==> src/rtl/fetch_ctrl_pkg.sv <==
// -----------------------------------------------------------------------------
// fetch_ctrl_pkg
// Shared definitions for the instruction-fetch controller:
//   - fetch_state_e : FSM state encoding (IDLE / REQ / WAIT / HOLD), 2 bits
//   - NOP_INSTR     : instruction shown in an empty output slot (addi x0,x0,0)
//   - DEFAULT_RESET_PC : default fetch address after reset
//   - word_align()  : clears the byte-offset bits of an address
// No ports (package).
// -----------------------------------------------------------------------------
package fetch_ctrl_pkg;

    typedef enum logic [1:0] {
        S_IDLE = 2'd0,
        S_REQ  = 2'd1,
        S_WAIT = 2'd2,
        S_HOLD = 2'd3
    } fetch_state_e;

    localparam logic [31:0] NOP_INSTR        = 32'h0000_0013;
    localparam logic [31:0] DEFAULT_RESET_PC = 32'h0000_0000;

    // Instruction addresses are always word aligned; the low two bits of a
    // redirect target are dropped rather than trapped.
    function automatic logic [31:0] word_align(input logic [31:0] addr);
        return {addr[31:2], 2'b00};
    endfunction

endpackage

==> src/rtl/fetch_ctrl_adder.sv <==
// -----------------------------------------------------------------------------
// adder_32b_4
// Sequential-PC incrementer: sum = a + 4, modulo 2^WIDTH (wraps at the top of
// the address space).
// Ports:
//   a   : input  address
//   sum : output address + 4
// -----------------------------------------------------------------------------
module adder_32b_4 #(
    parameter int WIDTH = 32
) (
    input  logic [WIDTH-1:0] a,
    output logic [WIDTH-1:0] sum
);

    assign sum = a + WIDTH'(4);

endmodule

==> src/rtl/fetch_ctrl.sv <==
// -----------------------------------------------------------------------------
// fetch_ctrl
// Instruction-fetch sequencer. Owns the fetch PC, issues one outstanding
// request at a time to a variable-latency instruction memory, and presents
// fetched instructions in a registered output slot feeding IF/ID. Handles
// decode stalls (slot holds, response parks in a hold buffer) and EX
// redirects (slot flushed, in-flight response squashed via a kill flag).
// Ports:
//   clk        : rising-edge clock
//   rst        : synchronous active-low reset
//   stall      : IF/ID must not advance this cycle
//   pc_sel_ex  : EX redirect this cycle (highest priority)
//   pc_ex      : redirect target (low two bits ignored)
//   imem_req   : request valid to imem
//   imem_addr  : request address (word aligned)
//   imem_ready : imem accepts the request this cycle
//   imem_valid : single-cycle response pulse
//   imem_instr : response instruction
//   if_valid   : output slot holds a valid instruction
//   if_pc      : PC of the slot instruction
//   if_instr   : slot instruction (NOP when empty)
//   busy       : request accepted, response outstanding
// -----------------------------------------------------------------------------
module fetch_ctrl
    import fetch_ctrl_pkg::*;
#(
    parameter int              XLEN     = 32,
    parameter logic [XLEN-1:0] RESET_PC = DEFAULT_RESET_PC
) (
    input  logic            clk,
    input  logic            rst,
    input  logic            stall,
    input  logic            pc_sel_ex,
    input  logic [XLEN-1:0] pc_ex,
    output logic            imem_req,
    output logic [XLEN-1:0] imem_addr,
    input  logic            imem_ready,
    input  logic            imem_valid,
    input  logic [XLEN-1:0] imem_instr,
    output logic            if_valid,
    output logic [XLEN-1:0] if_pc,
    output logic [XLEN-1:0] if_instr,
    output logic            busy
);

    fetch_state_e    state_q, state_d;
    logic            kill_q, kill_d;
    logic [XLEN-1:0] fetch_pc_q, fetch_pc_d, fetch_pc_plus4;
    logic [XLEN-1:0] hold_instr_q;

    logic            slot_valid_q, slot_valid_d;
    logic [XLEN-1:0] slot_pc_q, slot_pc_d;
    logic [XLEN-1:0] slot_instr_q, slot_instr_d;

    // FSM-to-datapath strobes.
    logic load_mem;    // response goes straight into the slot
    logic load_hold;   // parked response moves into the slot
    logic store_hold;  // response parks in the hold buffer

    logic slot_loadable;
    logic slot_consume;

    // The slot can take a new instruction when it is empty or IF/ID is
    // taking the current one at this edge.
    assign slot_loadable = !slot_valid_q || !stall;
    assign slot_consume  = slot_valid_q && !stall;

    adder_32b_4 #(.WIDTH(XLEN)) u_pc_inc (
        .a   (fetch_pc_q),
        .sum (fetch_pc_plus4)
    );

    // -------------------------------------------------------------------------
    // Process 1: state register
    // -------------------------------------------------------------------------
    // NOTE: sequential state uses non-blocking assignments so every register
    // samples the pre-edge values regardless of process ordering.
    always_ff @(posedge clk) begin
        if (!rst) begin
            state_q <= S_IDLE;
            kill_q  <= 1'b0;
        end else begin
            state_q <= state_d;
            kill_q  <= kill_d;
        end
    end

    // -------------------------------------------------------------------------
    // Process 2: next-state logic. A redirect overrides every transition; the
    // kill flag remembers that the outstanding response belongs to the old
    // path.
    // -------------------------------------------------------------------------
    // NOTE: every signal gets a default before the case so no path leaves it
    // unassigned, which would otherwise infer a latch.
    always_comb begin
        state_d    = state_q;
        kill_d     = kill_q;
        load_mem   = 1'b0;
        load_hold  = 1'b0;
        store_hold = 1'b0;

        unique case (state_q)
            S_IDLE: state_d = S_REQ;

            S_REQ: begin
                // An unaccepted request just retargets next cycle; an
                // accepted one during a redirect fetched the old address.
                if (imem_ready) begin
                    state_d = S_WAIT;
                    kill_d  = pc_sel_ex;
                end
            end

            S_WAIT: begin
                if (imem_valid) begin
                    state_d = S_REQ;
                    kill_d  = 1'b0;
                    if (!pc_sel_ex && !kill_q) begin
                        if (slot_loadable) begin
                            load_mem = 1'b1;
                        end else begin
                            store_hold = 1'b1;
                            state_d    = S_HOLD;
                        end
                    end
                end else if (pc_sel_ex) begin
                    kill_d = 1'b1;
                end
            end

            S_HOLD: begin
                if (pc_sel_ex) begin
                    state_d = S_REQ;
                end else if (slot_loadable) begin
                    load_hold = 1'b1;
                    state_d   = S_REQ;
                end
            end

            default: state_d = S_IDLE;
        endcase
    end

    // -------------------------------------------------------------------------
    // Process 3: FSM outputs
    // -------------------------------------------------------------------------
    always_comb begin
        imem_req  = (state_q == S_REQ);
        busy      = (state_q == S_WAIT);
        imem_addr = fetch_pc_q;
    end

    // -------------------------------------------------------------------------
    // Datapath: fetch PC and output slot
    // -------------------------------------------------------------------------
    always_comb begin
        fetch_pc_d   = fetch_pc_q;
        slot_valid_d = slot_valid_q;
        slot_pc_d    = slot_pc_q;
        slot_instr_d = slot_instr_q;

        if (pc_sel_ex) begin
            fetch_pc_d   = {pc_ex[XLEN-1:2], 2'b00};
            slot_valid_d = 1'b0;
            slot_instr_d = XLEN'(NOP_INSTR);
        end else if (load_mem || load_hold) begin
            fetch_pc_d   = fetch_pc_plus4;
            slot_valid_d = 1'b1;
            slot_pc_d    = fetch_pc_q;
            slot_instr_d = load_mem ? imem_instr : hold_instr_q;
        end else if (slot_consume) begin
            slot_valid_d = 1'b0;
            slot_instr_d = XLEN'(NOP_INSTR);
        end
    end

    always_ff @(posedge clk) begin
        if (!rst) begin
            fetch_pc_q   <= RESET_PC;
            slot_valid_q <= 1'b0;
            slot_pc_q    <= '0;
            slot_instr_q <= XLEN'(NOP_INSTR);
        end else begin
            fetch_pc_q   <= fetch_pc_d;
            slot_valid_q <= slot_valid_d;
            slot_pc_q    <= slot_pc_d;
            slot_instr_q <= slot_instr_d;
        end
    end

    // The hold buffer is occupied exactly when the FSM is in HOLD, and the
    // fetch PC does not move while it is occupied, so only the instruction
    // needs storing.
    // NOTE: this data register has no reset; its contents are never read
    // unless the FSM is in HOLD, which always writes it first.
    always_ff @(posedge clk) begin
        if (store_hold) begin
            hold_instr_q <= imem_instr;
        end
    end

    assign if_valid = slot_valid_q;
    assign if_pc    = slot_pc_q;
    assign if_instr = slot_instr_q;

endmodule

==> config.mk <==
export PLATFORM = sky130hd
export DESIGN_NAME = fetch_ctrl
export DESIGN_NICKNAME = d
export VERILOG_FILES = /design/src/rtl/fetch_ctrl_pkg.sv /design/src/rtl/fetch_ctrl_adder.sv /design/src/rtl/fetch_ctrl.sv
export SDC_FILE = /design/constraint.sdc
export NUM_CORES = 1
export LEC_CHECK = 0
export ABC_AREA = 1
export CAP_MARGIN = 20
export CORE_AREA = 2 2 135 124
export CTS_BUF_LIST = sky130_fd_sc_hd__clkbuf_4
export CTS_CLUSTER_SIZE = 14
export DETAILED_ROUTE_END_ITERATION = 10
export DIE_AREA = 0 0 137 126
export GPL_ROUTABILITY_DRIVEN = 0
export PLACE_DENSITY = 0.69
export REMOVE_ABC_BUFFERS = 1
export SLEW_MARGIN = 0
export SYNTH_ARGS = -nofsm -noshare
export SYNTH_HDL_FRONTEND = slang
export SYNTH_SLANG_ARGS = --single-unit
export TNS_END_PERCENT = 5
==> constraint.sdc <==
create_clock -name clk -period 4.5 [get_ports clk]
set_input_delay 0.45 -clock clk [delete_from_list [all_inputs] [get_ports clk]]
set_output_delay 0.45 -clock clk [all_outputs]
set_load 0.02 [all_outputs]
; ---- Word-level counts from Yosys, hierarchy flattened
; Index checks and enable logic that the tools add are counted.
[totals]
regBits = 132
wordCells = 62
out_inout_bits = 99
[classes]
eq_ne = 7
addsub = 1
n_bitwise = 2
muxes = 28
n_reduce_logical = 16
[ops]
columns = cell, count
row1 = $mux W32, 5
row2 = $add A32 B3 Y32 const B, 1
row3 = $mux W1, 15
row4 = $mux W2, 6
row5 = $pmux W2 S4, 1
row6 = $ne A3 B3 Y1 const B, 2
row7 = $reduce_and A3 Y1, 2
row8 = $reduce_bool A2 Y1, 3
row9 = $eq A2 B2 Y1 const B, 2
row10 = $logic_not A1 Y1, 4
row11 = $eq A2 B1 Y1 const B, 1
row12 = $logic_and A1 B1 Y1, 2
row13 = $logic_not A2 Y1, 1
row14 = $logic_or A1 B1 Y1, 2
row15 = $ne A2 B1 Y1 const B, 1
row16 = $ne A2 B2 Y1 const B, 1
row17 = $not A1 Y1, 2
row18 = $pmux W1 S2, 1
row19 = $reduce_and A2 Y1, 1
row20 = $reduce_or A2 Y1, 1

; ---- Logic depth before layout (Yosys ltp)
; Gate-level depths: netlist (run 1).
[logic_depth]
word_depth = 9
mapped_depth = 12
mapped_depth_nobuf = 11

; ---- Modules after synthesis
; A second synthesis (run 1) with hierarchy kept.
[hier_totals]
cells_unflattened = 908
area_unflattened_um2 = 6500.0
[by_module_without_submodules]
columns = module, n_inst, area_per_inst_um2, cells_each, seq_area_each_um2
row1 = fetch_ctrl, 1, 5590.4, 731, 2962.8
row2 = adder_32b_4, 1, 909.6, 177, 0.0

; ---- Worst setup path after synthesis (run 1)
; OpenSTA, ideal clock, no wires.
[synth_timing]
path_type = register -> register
start = reg state_q[0]
end = reg hold_instr_q[0], enable pin
synth_period_minus_slack_ns = 2.678
stages_incl_launch_ff = 5
arrival_ns = 2.257
required_time_ns = 4.079
n_path_buf = 0
path_slack_ns = 1.822
setup_ns = 0.421
cell_sequence = dfxtp_1 > inv_1 > ha_1 > nand3_2 > nor2_1
[synth_between]
elab_chain_len = 2
[synth_lines]
columns = item, line
row1 = "start, declared", fetch_ctrl.sv:46  ; fetch_state_e state_q, state_d;
row2 = "start signal, assigned", fetch_ctrl.sv:83  ; state_q <= state_d;
row3 = $eq A2 B2 Y1, --
row4 = named net busy, fetch_ctrl.sv:43  ; output logic busy
row5 = $mux W1, fetch_ctrl.sv:102  ; unique case (state_q)
row6 = named net store_hold, fetch_ctrl.sv:58  ; logic store_hold;
row7 = "end signal, assigned", fetch_ctrl.sv:198  ; hold_instr_q <= imem_instr;
row8 = "end, declared", fetch_ctrl.sv:49  ; logic [XLEN-1:0] hold_instr_q;
; The timed path passes the listed nets, and every way through them passes these cells.
; A chain may end at the register's enable or synchronous reset.

; ---- Final worst setup path (run 1)
[layout_timing]
start = in pc_sel_ex
end = reg fetch_pc_q[7], in the netlist imem_addr[7]
[layout_between]
elab_chain_len = 7
elab_cells_between_ends = 10
cone_classes = mux (6) / reduce/logical (4)
[layout_lines]
columns = item, line
row1 = "start, declared", fetch_ctrl.sv:33  ; input logic pc_sel_ex,
row2 = $logic_not A1 Y1, fetch_ctrl.sv:118  ; if (!pc_sel_ex && !kill_q) begin
row3 = $logic_and A1 B1 Y1, fetch_ctrl.sv:118
row4 = $mux W1, fetch_ctrl.sv:118
row5 = $mux W1, fetch_ctrl.sv:115  ; if (imem_valid) begin
row6 = $mux W1, fetch_ctrl.sv:102
row7 = $logic_or A1 B1 Y1, fetch_ctrl.sv:166  ; end else if (load_mem || load_hold) begin
row8 = $reduce_bool A2 Y1 (no source line), --
row9 = "end signal, assigned", fetch_ctrl.sv:184  ; fetch_pc_q <= fetch_pc_d;
row10 = "end, declared", fetch_ctrl.sv:48  ; logic [XLEN-1:0] fetch_pc_q, fetch_pc_d, fetch_pc_plus4;
; Several ways; a longest one is shown, not always the timed one.

==> results.yml, run 1 <==
run_status:
  status: "completed"
worst_setup_path:
  startpoint_type: "primary input"
  worstPathRequired_ns: 4.93
  r2r_cells: 10
  rr_startpoint: "state_q[1]"
  r2r-end: "imem_addr[7]"
  path_max_fanout: 32
  regToRegSetupSlack_ns: 1.65
  end_kind: "flop"
  critPathArrivalTime_ns: 3.33
  critPathLaunch: "pc_sel_ex"
  worstSetupEndpoint: "imem_addr[7]"
  crit_type: "primary input to flop"
timing:
  relSlewSlack_pct: 34.9
  worst_pin_slew_ns: 0.974
  timing.fmax_mhz: 345
  period_share_pct: 64.4
  fin_skew_ns: 0.0172
  final-setup-viol-count: 0
  finalHoldViolCount: 0
  setup_slack_ns: 1.60
  period_needed_ns: 2.90
  grt_setup_unrepaired: "no"
  setup_tns_ns: 0
  finalMaxSlewViolations: 0
final_layout:
  nets: 988
  fillers: 1571
  syn2layout_area_growth_pct: 32.9
  final_cells: 1133
  final_cell_mix: "clkdlybuf4s50_1, nand2_1, o21ai_0"
  final_common_cell: "clkdlybuf4s50_1"
  drive_above_1_share_pct: 8.32
  n_antenna_cell: 0
floorplanning:
  start_util_pct: 37.4
  die_x_um: 137
  rows: 44
  die-area_sq_mm: 0.0173
  fp.dieH_um: 126
  ios: 169
  core-area_sq_mm: 0.0159
place:
  post-place-ws_ns: 1.02
  place_inst: 1102
  io_buffers: 162
  dp_hpwl_um: 11000
run:
  drv_cap: 0
clock_tree:
  cts_root_buffer: "clkbuf_4"
  cts_buffer_depth: 2
  cts_buffers: 17
  clk_pin_slew_ns: 0.11
  cts_sinks: 128
  ctsHoldBuffers: 0
  ctsResizeCount: 0
  cts_tree: "done"
  htree_levels: 4
  insertion_delay_ns: 0.53
  post-cts-setup-buffers: 0
synthesis:
  ys_types: 38
  ys_ff_latch: 128
  ys_async_sr_fraction_pct: 0
  syn-instance-count: 766
  synthFlopType: "dfxtp_1"
  ys_warn_count: 0
  synth_edf_count: 32
  yosysSeqAreaShare_pct: 48.6
  synth_area_sq_mm: 0.00593
  postSynthAreaPerCell_sq_um: 7.75
global_route:
  grt-ovfl-total: 0
  grt_pass1_vias: 5045
  grt_pass1_wl_um: 25700
  antenna_found_initial: 1
  grt_use_total_pct: 18.8
  grt_max_degree: 65
power:
  combPwrFrac_pct: 18.6
  sw_frac_of_total_pct: 29.1
  p_clk_share_pct: 28.8
  seqPwrFrac_pct: 52.5
  total_power_uw: 2430
  power_switching_uw: 707
  p_leak_uw: 0.00304
  powerDensity_mw_per_mm2: 309
  power.internal_uw: 1720
  peakVddDrop_uv: 170
drt:
  ant_nets: 0
  drtIter0Drc: 359
  vias: 5491
  firstDrtPassIters: 5
  wl_per_cell_um: 14.3
  wirelength_um: 16200
  viasPerCell: 4.85
  drc: 0
hold_path:
  hp-class: "flop to flop"
## metrics by stage
step           utilization, %  cell area, sq um  hold slack (ns)
2_1_floorplan               -              5710            0.528
3_3_place_gp             48.2              7650            0.448
3_5_place_dp             48.2              7650            0.453
4_1_cts                  49.7              7880            0.443
5_1_grt                  49.7              7880            0.447
6_report                 49.7              7880            0.467
## final cells by class
type / count / area [sq um] / share of cell area (%)
timing repair buffer: 168 / 1670 / 21.1
clock buffer: 22 / 165 / 2.10
inverter: 96 / 360 / 4.57
tap: 207 / 259 / 3.29
multi-input combinational: 503 / 2480 / 31.4
sequential: 128 / 2880 / 36.6
clock inverter: 9 / 71.3 / 0.905
## state kept, by name, indices dropped and copies added, names as in the netlist
signal and cells:
hold_instr_q 32, if_instr 32, if_pc 30, if_valid 1, imem_addr 30, kill_q 1, state_q 2
## per-layer routing
layer  vias up  share of wire, %  global-route usage [%]
met5         -             0.087                       0
met4         2              0.88                    4.31
met3        13               8.7                    6.88
met2       203                44                    28.7
met1      2487                46                    25.4
li1       2786                 -                       -
## cells by family (layout without fill, tap and decap cells)
kind of cell               count (synthesis)  after routing  share of synthesized area (%)
buffers and inverters                    138            295                           10.0
and+or+nand+nor                          298            298                           22.0
xor gates and xnor gates                   8              8                           1.18
other                                      1              4                         0.0632
DFF                                      128            128                           48.6
AOI/OAI and AO/OA                        189            189                           17.3
adders and majority gates                  4              4                          0.844
## Yosys cell counts, types with 2 or more instances
| master | n | area (sq um) |
|---|---|---|
| a211oi_1 | 3 | 22.5 |
| a21oi_1 | 50 | 250 |
| a21oi_2 | 10 | 87.6 |
| a31oi_1 | 6 | 37.5 |
| buf_2 | 10 | 50.1 |
| buf_4 | 4 | 30.0 |
| buf_6 | 6 | 67.6 |
| clkbuf_1 | 19 | 71.3 |
| clkbuf_2 | 3 | 15.0 |
| clkinv_1 | 2 | 7.51 |
| dfxtp_1 | 96 | 1920 |
| edfxtp_1 | 32 | 961 |
| ha_1 | 4 | 50.1 |
| inv_1 | 92 | 345 |
| inv_2 | 2 | 7.51 |
| nand2_1 | 152 | 571 |
| nand2_2 | 14 | 87.6 |
| nand3_1 | 37 | 185 |
| nand3_2 | 2 | 20.0 |
| nand3b_1 | 5 | 37.5 |
| nand4_1 | 5 | 31.3 |
| nor2_1 | 66 | 248 |
| nor2_2 | 6 | 37.5 |
| nor2_4 | 4 | 45.0 |
| nor3_1 | 4 | 20.0 |
| o211ai_1 | 3 | 22.5 |
| o21ai_0 | 107 | 536 |
| o21ai_1 | 3 | 15.0 |
| o22ai_1 | 3 | 18.8 |
| xor2_1 | 8 | 70.1 |
## critical path: stages
cell	delay (ns)
clkdlybuf4s50_1	0.45
buf_4	0.28
nor2_4	0.15
nand3_2	0.11
nand2_2	0.10
nand2_2	0.39
nand2_1	0.58
clkinv_1	0.43
nand2_1	0.14
o211ai_1	0.09
nand2_1	0.09
inv_1	0.04
## power groups by stage
stage,clock [uW],combinational [uW],sequential [uW]
2_1_floorplan,0,172,1350
3_3_place_gp,0,452,1300
3_5_place_dp,0,456,1300
4_1_cts,732,458,1280
5_1_grt,775,499,1290
6_report,701,453,1280
## how the worst min path moves through the flow
stage	startpoint	end	slack (ns)	cells after the start
after global routing	imem_instr[20]	hold_instr_q[20]	0.45	1
after floorplan	hold_instr_q[0]	if_instr[0]	0.53	4
after detailed placement	if_instr[30]	if_instr[30]	0.45	2
final	if_instr[18]	if_instr[18]	0.47	2
after global placement	if_instr[22]	if_instr[22]	0.45	2
after CTS	imem_instr[1]	hold_instr_q[1]	0.44	1
No activity file was read; power rests on OpenSTA's default activity.
==> run 2, diff against run 1 <==
clock period = 2.7 ns   (was 4.5 ns; I/O delays follow)
==> run 2 against run 1 <==
Design area grew 0.60%; final cell count grew 0.44%; non-clock buffer count grew 5; wire length grew 2.3%; critical path type is now flop to output pin; critical endpoint is now busy; largest cell class unchanged.
==> results.yml, run 2 (same netlist as run 1, synthesis figures left out) <==
run_status:
  status: "completed"
power:
  p_leak_uw: 0.00306
  peakVddDrop_uv: 237
  powerDensity_mw_per_mm2: 512
worst_setup_path:
  critPathArrivalTime_ns: 1.89
  end_kind: "output pin"
  rr_startpoint: "state_q[0]"
  crit_type: "flop to output pin"
  startpoint_type: "flop"
  worstPathRequired_ns: 2.43
  r2r-end: "if_instr[18]"
  regToRegSetupSlack_ns: 0.71
  r2r_cells: 9
  path_max_fanout: 8
global_route:
  antenna_found_initial: 0
  grt_pass1_vias: 5167
  grt_use_total_pct: 19.2
  grt-ovfl-total: 0
  grt_pass1_wl_um: 26000
  grt_max_degree: 65
drt:
  vias: 5488
  drc: 0
  wirelength_um: 16500
  ant_nets: 0
  wl_per_cell_um: 14.5
  viasPerCell: 4.82
  drtIter0Drc: 353
  firstDrtPassIters: 4
final_layout:
  final_common_cell: "clkdlybuf4s50_1"
  final_cell_mix: "clkdlybuf4s50_1, nand2_1, o21ai_0"
  final_util_pct: 50.0
  n_antenna_cell: 0
  fillers: 1581
  syn2layout_area_growth_pct: 33.7
  drive_above_1_share_pct: 8.81
  finalInstanceArea_sq_mm: 0.00793
  nets: 993
place:
  io_buffers: 162
  post-place-ws_ns: 0.457
  dpl_cell_area_sq_mm: 0.00770
  dp_hpwl_um: 11400
timing:
  relSlewSlack_pct: 59.2
  worst_pin_slew_ns: 0.611
  period_share_pct: 80.1
  grt_setup_unrepaired: "no"
  fin_skew_ns: 0.0183
  timing.fmax_mhz: 462
  finalMaxSlewViolations: 0
  finalHoldViolCount: 0
  setup_tns_ns: 0
  period_needed_ns: 2.16
  final-setup-viol-count: 0
  setup_slack_ns: 0.537
clock_tree:
  cts_buffer_depth: 2
  clk_pin_slew_ns: 0.11
  cts_tree: "done"
  post-cts-setup-buffers: 0
  cts_sinks: 128
  htree_levels: 4
  ctsHoldBuffers: 0
  cts_buffers: 17
  cts_root_buffer: "clkbuf_4"
  ctsResizeCount: 0
  insertion_delay_ns: 0.55
run:
  drv_cap: 0
hold_path:
  min_to: "imem_addr[3]"
  holdCritStartpoint: "pc_ex[3]"
  hp-class: "primary input to flop"
  holdPathStages: 3
floorplanning:
  start_util_pct: 37.4
  fp.dieH_um: 126
  ios: 169
  rows: 44
  die_x_um: 137
  core-area_sq_mm: 0.0159
  die-area_sq_mm: 0.0173
==> run 2: cell count changes in the layout (fill, tap and decap cells not counted), sizes merged <==
cell,previous run,this run
buf,6,11
clkinv,8,12
clkbuf,22,18
==> run 2: cell type report <==
type / instances / area, sq um / area share [%]
inverters: 96 / 360 / 4.54
repair buffers: 173 / 1720 / 21.6
well taps: 207 / 259 / 3.27
clock buffers: 18 / 135 / 1.70
flip-flops and latches: 128 / 2880 / 36.4
clock inverters: 13 / 98.8 / 1.25
multi-input cells: 503 / 2480 / 31.2
==> run 2: per-layer routing <==
metal | vias to the layer above | part of all wire [%] | GRT usage [%]
li1 | 2796 | - | -
met1 | 2495 | 44 | 23.9
met2 | 182 | 45 | 30.8
met3 | 15 | 9.5 | 7.85
met4 | 0 | 1.1 | 4.97
met5 | - | 0 | 0
==> run 2: per-stage QoR <==
stage	hold slack (ns)	instances	power, uW
5_1_grt	0.261	1138	4270
4_1_cts	0.261	1138	4110
3_3_place_gp	0.447	1107	2930
2_1_floorplan	0.368	727	2540
6_report	0.301	1138	4060
3_5_place_dp	0.454	1107	2940
==> run 2: worst max-delay path by stage <==
stage	slack [ns]	endpoint	start
4_1_cts	0.47	busy	state_q[1]
2_1_floorplan	-1.23	imem_addr[9]	state_q[0]
3_3_place_gp	0.52	if_instr[2]	pc_sel_ex
6_report	0.54	busy	state_q[0]
3_5_place_dp	0.46	if_instr[18]	pc_sel_ex
5_1_grt	0.38	busy	state_q[0]
==> run 2: power by group <==
part	internal [uW]	leakage (uW)	switching [uW]
combinational	345	0.00186	422
sequential	2050	0.00107	81.2
clock	445	0.000130	717
total	2840	0.00306	1220
==> run 2: critical path: stages, from the launching register on <==
cell             delay [ns]
dfxtp_1                0.35
inv_1                  0.07
ha_1                   0.29
clkdlybuf4s50_1        0.65
